**config.mk**
```make
export PLATFORM = sky130hd
export DESIGN_NAME = serial_sub_ctrl
export DESIGN_NICKNAME = d
export VERILOG_FILES = /design/src/rtl/serial_sub_ctrl.sv
export SDC_FILE = /design/constraint.sdc
export NUM_CORES = 1
export LEC_CHECK = 0
export BUFFER_PORTS_ARGS = -buffer_cell sky130_fd_sc_hd__buf_2
export CAP_MARGIN = 20
export CORE_MARGIN = 5
export CORE_UTILIZATION = 55
export DETAILED_ROUTE_END_ITERATION = 7
export PLACE_DENSITY = 0.78
export SLEW_MARGIN = 40
export SYNTH_ARGS = -nofsm -noshare
export SYNTH_HDL_FRONTEND = slang
export SYNTH_SLANG_ARGS = --single-unit
export TNS_END_PERCENT = 5
```
**constraint.sdc**
```tcl
create_clock -name clk -period 1.9 [get_ports clk]
set_input_delay 0.38 -clock clk [delete_from_list [all_inputs] [get_ports clk]]
set_output_delay 0.38 -clock clk [all_outputs]
set_load 0.03 [all_outputs]
```
**src/rtl/serial_sub_ctrl.sv**
```systemverilog
// serial_sub_ctrl
//   Bit-serial subtractor. One full-subtractor cell and one borrow flop
//   produce d = a - b - bin_init (mod 2^WIDTH), one bit per clock, LSB first.
//   A start in IDLE latches the operands. WIDTH RUN cycles follow, then a
//   single DONE cycle, and the block returns to IDLE.
//
// Ports
//   clk      in   rising-edge clock
//   rst      in   synchronous active-high reset
//   start    in   request, sampled only in IDLE
//   a, b     in   WIDTH-bit minuend / subtrahend, latched on accepted start
//   bin_init in   initial borrow-in, latched on accepted start
//   busy     out  high in RUN and DONE
//   done     out  one-cycle pulse, results valid from this cycle on
//   d        out  WIDTH-bit difference, held until the next DONE or reset
//   bout     out  final borrow-out (1 when a < b + bin_init, unsigned)
//   ovf      out  signed overflow flag
//
// Build option
//   SERIAL_SUB_OVF_EN  when defined, ovf is captured from the sign bits at the
//                      last bit. When undefined, ovf is constant 0.

module serial_sub_ctrl #(
  parameter int WIDTH = 8
) (
  input  logic             clk,
  input  logic             rst,
  input  logic             start,
  input  logic [WIDTH-1:0] a,
  input  logic [WIDTH-1:0] b,
  input  logic             bin_init,
  output logic             busy,
  output logic             done,
  output logic [WIDTH-1:0] d,
  output logic             bout,
  output logic             ovf
);

  localparam int CNTW = $clog2(WIDTH) + 1;

  typedef enum logic [1:0] {
    IDLE = 2'b00,
    RUN  = 2'b01,
    DONE = 2'b10,
    BAD  = 2'b11
  } state_t;

  state_t state, state_next;

  logic [WIDTH-1:0] sa, sb, res, res_next, d_q;
  logic [CNTW-1:0]  cnt;
  logic             br, bout_q;
  logic             x, y, diff, borrow, last_bit;

  // The cell always looks at the current LSBs and the stored borrow.
  assign x        = sa[0];
  assign y        = sb[0];
  assign diff     = x ^ y ^ br;
  assign borrow   = (~x & y) | (~(x ^ y) & br);
  assign last_bit = (state == RUN) && (cnt == CNTW'(WIDTH - 1));

  // New difference bits enter at the MSB. After WIDTH shifts, bit 0 holds the
  // first (LSB) result.
  assign res_next = {diff, {(WIDTH-1){1'b0}}} | (res >> 1);

  // State register
  always_ff @(posedge clk) begin
    if (rst) state <= IDLE;
    else     state <= state_next;
  end

  // Next-state and handshake outputs
  always_comb begin
    state_next = state;
    busy       = 1'b0;
    done       = 1'b0;
    case (state)
      IDLE: if (start) state_next = RUN;
      RUN: begin
        busy = 1'b1;
        if (cnt == CNTW'(WIDTH - 1)) state_next = DONE;
      end
      DONE: begin
        busy       = 1'b1;
        done       = 1'b1;
        state_next = IDLE;
      end
      default: state_next = IDLE;
    endcase
  end

  // Operand shifters, borrow flop, bit counter and result registers.
  // The visible result loads directly from the final shift, so it changes
  // only at the RUN->DONE edge and never shows partial values.
  always_ff @(posedge clk) begin
    if (rst) begin
      sa     <= '0;
      sb     <= '0;
      res    <= '0;
      br     <= 1'b0;
      cnt    <= '0;
      d_q    <= '0;
      bout_q <= 1'b0;
    end else begin
      case (state)
        IDLE: if (start) begin
          sa  <= a;
          sb  <= b;
          br  <= bin_init;
          cnt <= '0;
          res <= '0;
        end
        RUN: begin
          sa  <= sa >> 1;
          sb  <= sb >> 1;
          res <= res_next;
          br  <= borrow;
          cnt <= cnt + 1'b1;
          if (last_bit) begin
            d_q    <= res_next;
            bout_q <= borrow;
          end
        end
        default: ;
      endcase
    end
  end

  assign d    = d_q;
  assign bout = bout_q;

`ifdef SERIAL_SUB_OVF_EN
  logic ovf_q;

  // At the last bit, x and y are the operand sign bits and diff is the result
  // MSB. Overflow occurs when the signs differ and the result sign differs
  // from the minuend sign.
  always_ff @(posedge clk) begin
    if (rst)           ovf_q <= 1'b0;
    else if (last_bit) ovf_q <= (x ^ y) & (x ^ diff);
  end

  assign ovf = ovf_q;
`else
  assign ovf = 1'b0;
`endif

endmodule

```
==> run summary <==
The worst-case setup slack after placement is approximately 0.19 ns. The share of layout cells above drive strength 1 is between 30% and 40%. The maximum number of pins on one net before global-route repair came out at 33. The master of the slowest instance on the critical path is sky130_fd_sc_hd__dfxtp_1. In this run the number of H-tree levels came out at 2. After routing the design area is approximately 2000 µm².

The sequential cell area fraction in the yosys report is 41.5%. In this run, post-CTS repair resized a total of 0 instances. The combined global-route utilization of all metal layers is 15.9%. The die covers between 4000 and 5000 µm². After detailed routing, the number of remaining DRC violations is 0.

The fraction of registers with async set or reset after synthesis came out at 0%. The die height is 68.5 µm. The diode insertion count for antenna repair came out at 0.

For this run, the slowest stage of the critical path takes around 0.33 ns. The share of Yosys cell area claimed by the top area cell type came out at ~42%. STA classifies the critical path endpoint as a register. The net count after synthesis is around 210. After detailed routing, the number of vias per cell comes to ~5.3. The final non-filler cell total came out at between 200 and 300. The post-detailed-routing wire length is 3490 µm. In the post-route analysis, the smallest setup slack over all paths is 0.187 ns. Traced cell by cell, the critical path runs through inv_1, ha_1, nand2b_1, and4_1, nor4_1. The final critical-path share of the clock period is roughly 90%.

The register bit total from synthesis is 39. The area growth from synthesis to layout is 8.52%. The worst hold-check path type is primary input to register.

The number of distinct library cells after synthesis is 37. The number of nets in the finished design came out at between 200 and 250. The first-pass detailed-route iteration total is 4. The number of buffers added for setup after CTS came out at 0. The cts-stage hold buffer count is 0. The number of global-route vias before repair is between 1,000 and 1,500. The largest total area in the synthesized netlist belongs to sky130_fd_sc_hd__dfxtp_1.

The leakage power came out at around 0.8 nW. For the worst setup path, the data arrival time is between 1.5 and 2 ns. Setup violations remaining at the end of the flow were counted as 0. The count of boundary I/O pins is 32.

For this design the ratio of total power to cell area is 921 nW/µm². The final count of hold timing violations is 0. The highest fanout seen on the critical path came out at 13. The clock arrives with 0.00829 ns of skew. For this block, the initial DRC count from the detailed router was 44. The combined area of all synthesized cells is ~1900 µm². The worst setup path is of the register to register kind.

The root buffer cell chosen for the clock tree is sky130_fd_sc_hd__clkbuf_4. The maximum ir drop on the vdd rail is ~0.53 mV. The maximum achievable frequency is around 580 MHz. Measured against its own limit, the worst slew margin works out to between 60% and 70%. Ranked by total cell area, the synthesized netlist is headed by sky130_fd_sc_hd__dfxtp_1, sky130_fd_sc_hd__a211oi_2, sky130_fd_sc_hd__mux2i_1.

The post-detailed-route count of antenna-violating nets came out at 0. For the pin with the worst max-slew slack, the measured transition is ~0.52 ns. The worst path needs around 1.7 ns of the cycle, external delays included. TritonCTS built the clock tree.

The chip width is 68.5 µm. The number of antenna violations at the first check in global routing came out at 0. The final weighted congestion in routability-driven placement came out at between 0.8 and 0.9. The run finished with clean final reports. The total congestion overflow after global routing is 0.

The clock-pin slew of the registers on the worst-case setup and hold paths is 0.10 ns. The number of cells produced by synthesis came out at 186. STA classifies the critical path startpoint as a register. The core outline area came out at roughly 3300 µm². The routed layout has approximately 1,400 vias.

The detailed-placement wirelength estimate is around 2600 µm. Across the run, the number of max-cap violations was 0. In the synthesized netlist the dominant register cell turns out to be sky130_fd_sc_hd__dfxtp_1. The initialized floorplan defines 21 standard-cell rows. Setup repair after global routing left no endpoint under its margin. For the worst-skew pair, the clock arrives at the later sink with an insertion delay of between 0.3 and 0.4 ns. After routing, the total negative slack on setup checks comes to 0 ns. The wire length of the first global-routing pass came out at 5550 µm.

In this run the tool buffered the top-level ports with 30 buffer cells. For this configuration, the core starts out at a cell density of 56.8%. The routed wirelength normalized by instance count came out at between 10 and 15 µm. The post-placement cell count came out at approximately 250. The number of buffers inserted during clock tree synthesis came out at 5. In this run the cell area measured after placement is 1970 µm². The clock sink count came out at 39. The number of enable-type register cells in the synthesized netlist came out at 0. The count of synthesis-stage warnings from yosys came out at 0.

The max-slew violation count came out at 0. The average size of a mapped cell came out at between 10 and 15 µm². No sink is reached through more buffers than the 2 on the longest clock path. The required time at the worst-slack endpoint came out at 2.13 ns.
==> state kept, by name, summed over array words and instances (netlist names) <==
name   flops
res        7
sb         8
cnt        4
state      2
bout       1
br         1
sa         8
d          8
==> report_power, final <==
| group | total [W] | internal (W) | switching (W) | leakage (nW) |
|---|---|---|---|---|
| combinational | 0.000539 | 0.000228 | 0.000311 | 0.451 |
| sequential | 0.000940 | 0.000892 | 0.0000480 | 0.318 |
| clock | 0.000399 | 0.000143 | 0.000256 | 0.0282 |
| total | 0.00188 | 0.00126 | 0.000615 | 0.798 |
==> cell usage in the layout (no fill, tap or decap), types with 5 or more instances in the layout <==
cell                       count
sky130_fd_sc_hd__a32oi_1       8
sky130_fd_sc_hd__clkbuf_4      5
sky130_fd_sc_hd__dfxtp_1      39
sky130_fd_sc_hd__buf_4         5
sky130_fd_sc_hd__inv_1         6
sky130_fd_sc_hd__nor2_1       12
sky130_fd_sc_hd__a211oi_2     15
sky130_fd_sc_hd__mux2i_1      15
sky130_fd_sc_hd__a21oi_1      14
sky130_fd_sc_hd__nand2_1      19
sky130_fd_sc_hd__buf_2        30
sky130_fd_sc_hd__nor2_2       13
==> final cells by class <==
| type | count | area (µm²) |
|---|---|---|
| clock buffer | 6 | 41.3 |
| tap | 46 | 57.6 |
| multi-input combinational | 126 | 937 |
| sequential | 39 | 781 |
| inverter | 6 | 22.5 |
| clock inverter | 2 | 12.5 |
| timing repair buffer | 35 | 188 |
| fill | 291 | 1270 |
==> cell families after synthesis <==
| kind of cell | after synthesis | synth area share [%] |
|---|---|---|
| other | 1 | 0.200 |
| adder cells (fa/ha/maj) | 5 | 3.73 |
| flip-flops | 39 | 41.5 |
| AO/OA/AOI/OAI | 44 | 19.8 |
| AND/OR/NAND/NOR | 59 | 16.1 |
| multiplexers | 17 | 9.39 |
| buffers and inverters | 21 | 9.19 |
==> stage by stage <==
| step | util [%] | total power [W] | hold WS [ns] |
|---|---|---|---|
| after global placement | 59.6 | 0.00146 | 0.440 |
| after detailed placement | 59.6 | 0.00149 | 0.448 |
| after floorplan | - | 0.00145 | 0.432 |
| after CTS | 61.3 | 0.00189 | 0.297 |
| after global routing | 61.6 | 0.00200 | 0.287 |
| final | 61.6 | 0.00188 | 0.312 |
==> Yosys cell counts, types with 2 or more instances <==
cell type                   n
sky130_fd_sc_hd__buf_6      3
sky130_fd_sc_hd__nor2_1    12
sky130_fd_sc_hd__inv_1      6
sky130_fd_sc_hd__buf_12     2
sky130_fd_sc_hd__nor2_2    13
sky130_fd_sc_hd__a21oi_1   14
sky130_fd_sc_hd__mux2i_1   15
sky130_fd_sc_hd__a211oi_2  15
sky130_fd_sc_hd__ha_1       4
sky130_fd_sc_hd__a211oi_1   2
sky130_fd_sc_hd__dfxtp_1   39
sky130_fd_sc_hd__nor2b_1    3
sky130_fd_sc_hd__a32oi_1    8
sky130_fd_sc_hd__nand3b_1   2
sky130_fd_sc_hd__nand2b_1   2
sky130_fd_sc_hd__o22ai_1    2
sky130_fd_sc_hd__nand3_1    2
sky130_fd_sc_hd__nand2_1   19
sky130_fd_sc_hd__o21ai_0    2
sky130_fd_sc_hd__buf_4      4
==> worst max-delay path, delay by kind of cell (launching register included) <==
kind | cells | cell delay [ns]
flops | 1 | 0.33
buf+inv | 1 | 0.10
simple gates | 3 | 0.90
fa+ha+maj | 1 | 0.28
==> path summary, 6_finish.rpt <==
check        startpoint  endpoint  slack (ns)  depth (start not counted)
max            state[0]    cnt[3]        0.19                          5
max reg2reg    state[0]    cnt[3]        0.19                          5
min                a[7]     sa[7]        0.31                          3
min reg2reg      res[1]      d[0]        0.46                          2
==> metal layers <==
| metal | vias to the layer above | global-route usage [%] | share of wire (%) |
|---|---|---|---|
| met5 | - | 0 | 0 |
| met4 | 0 | 6.45 | 0.86 |
| met3 | 6 | 4.27 | 5.2 |
| met2 | 33 | 27.4 | 53 |
| met1 | 636 | 18.5 | 41 |
| li1 | 714 | - | - |
Note: power is estimated with default switching activity, not from simulation.
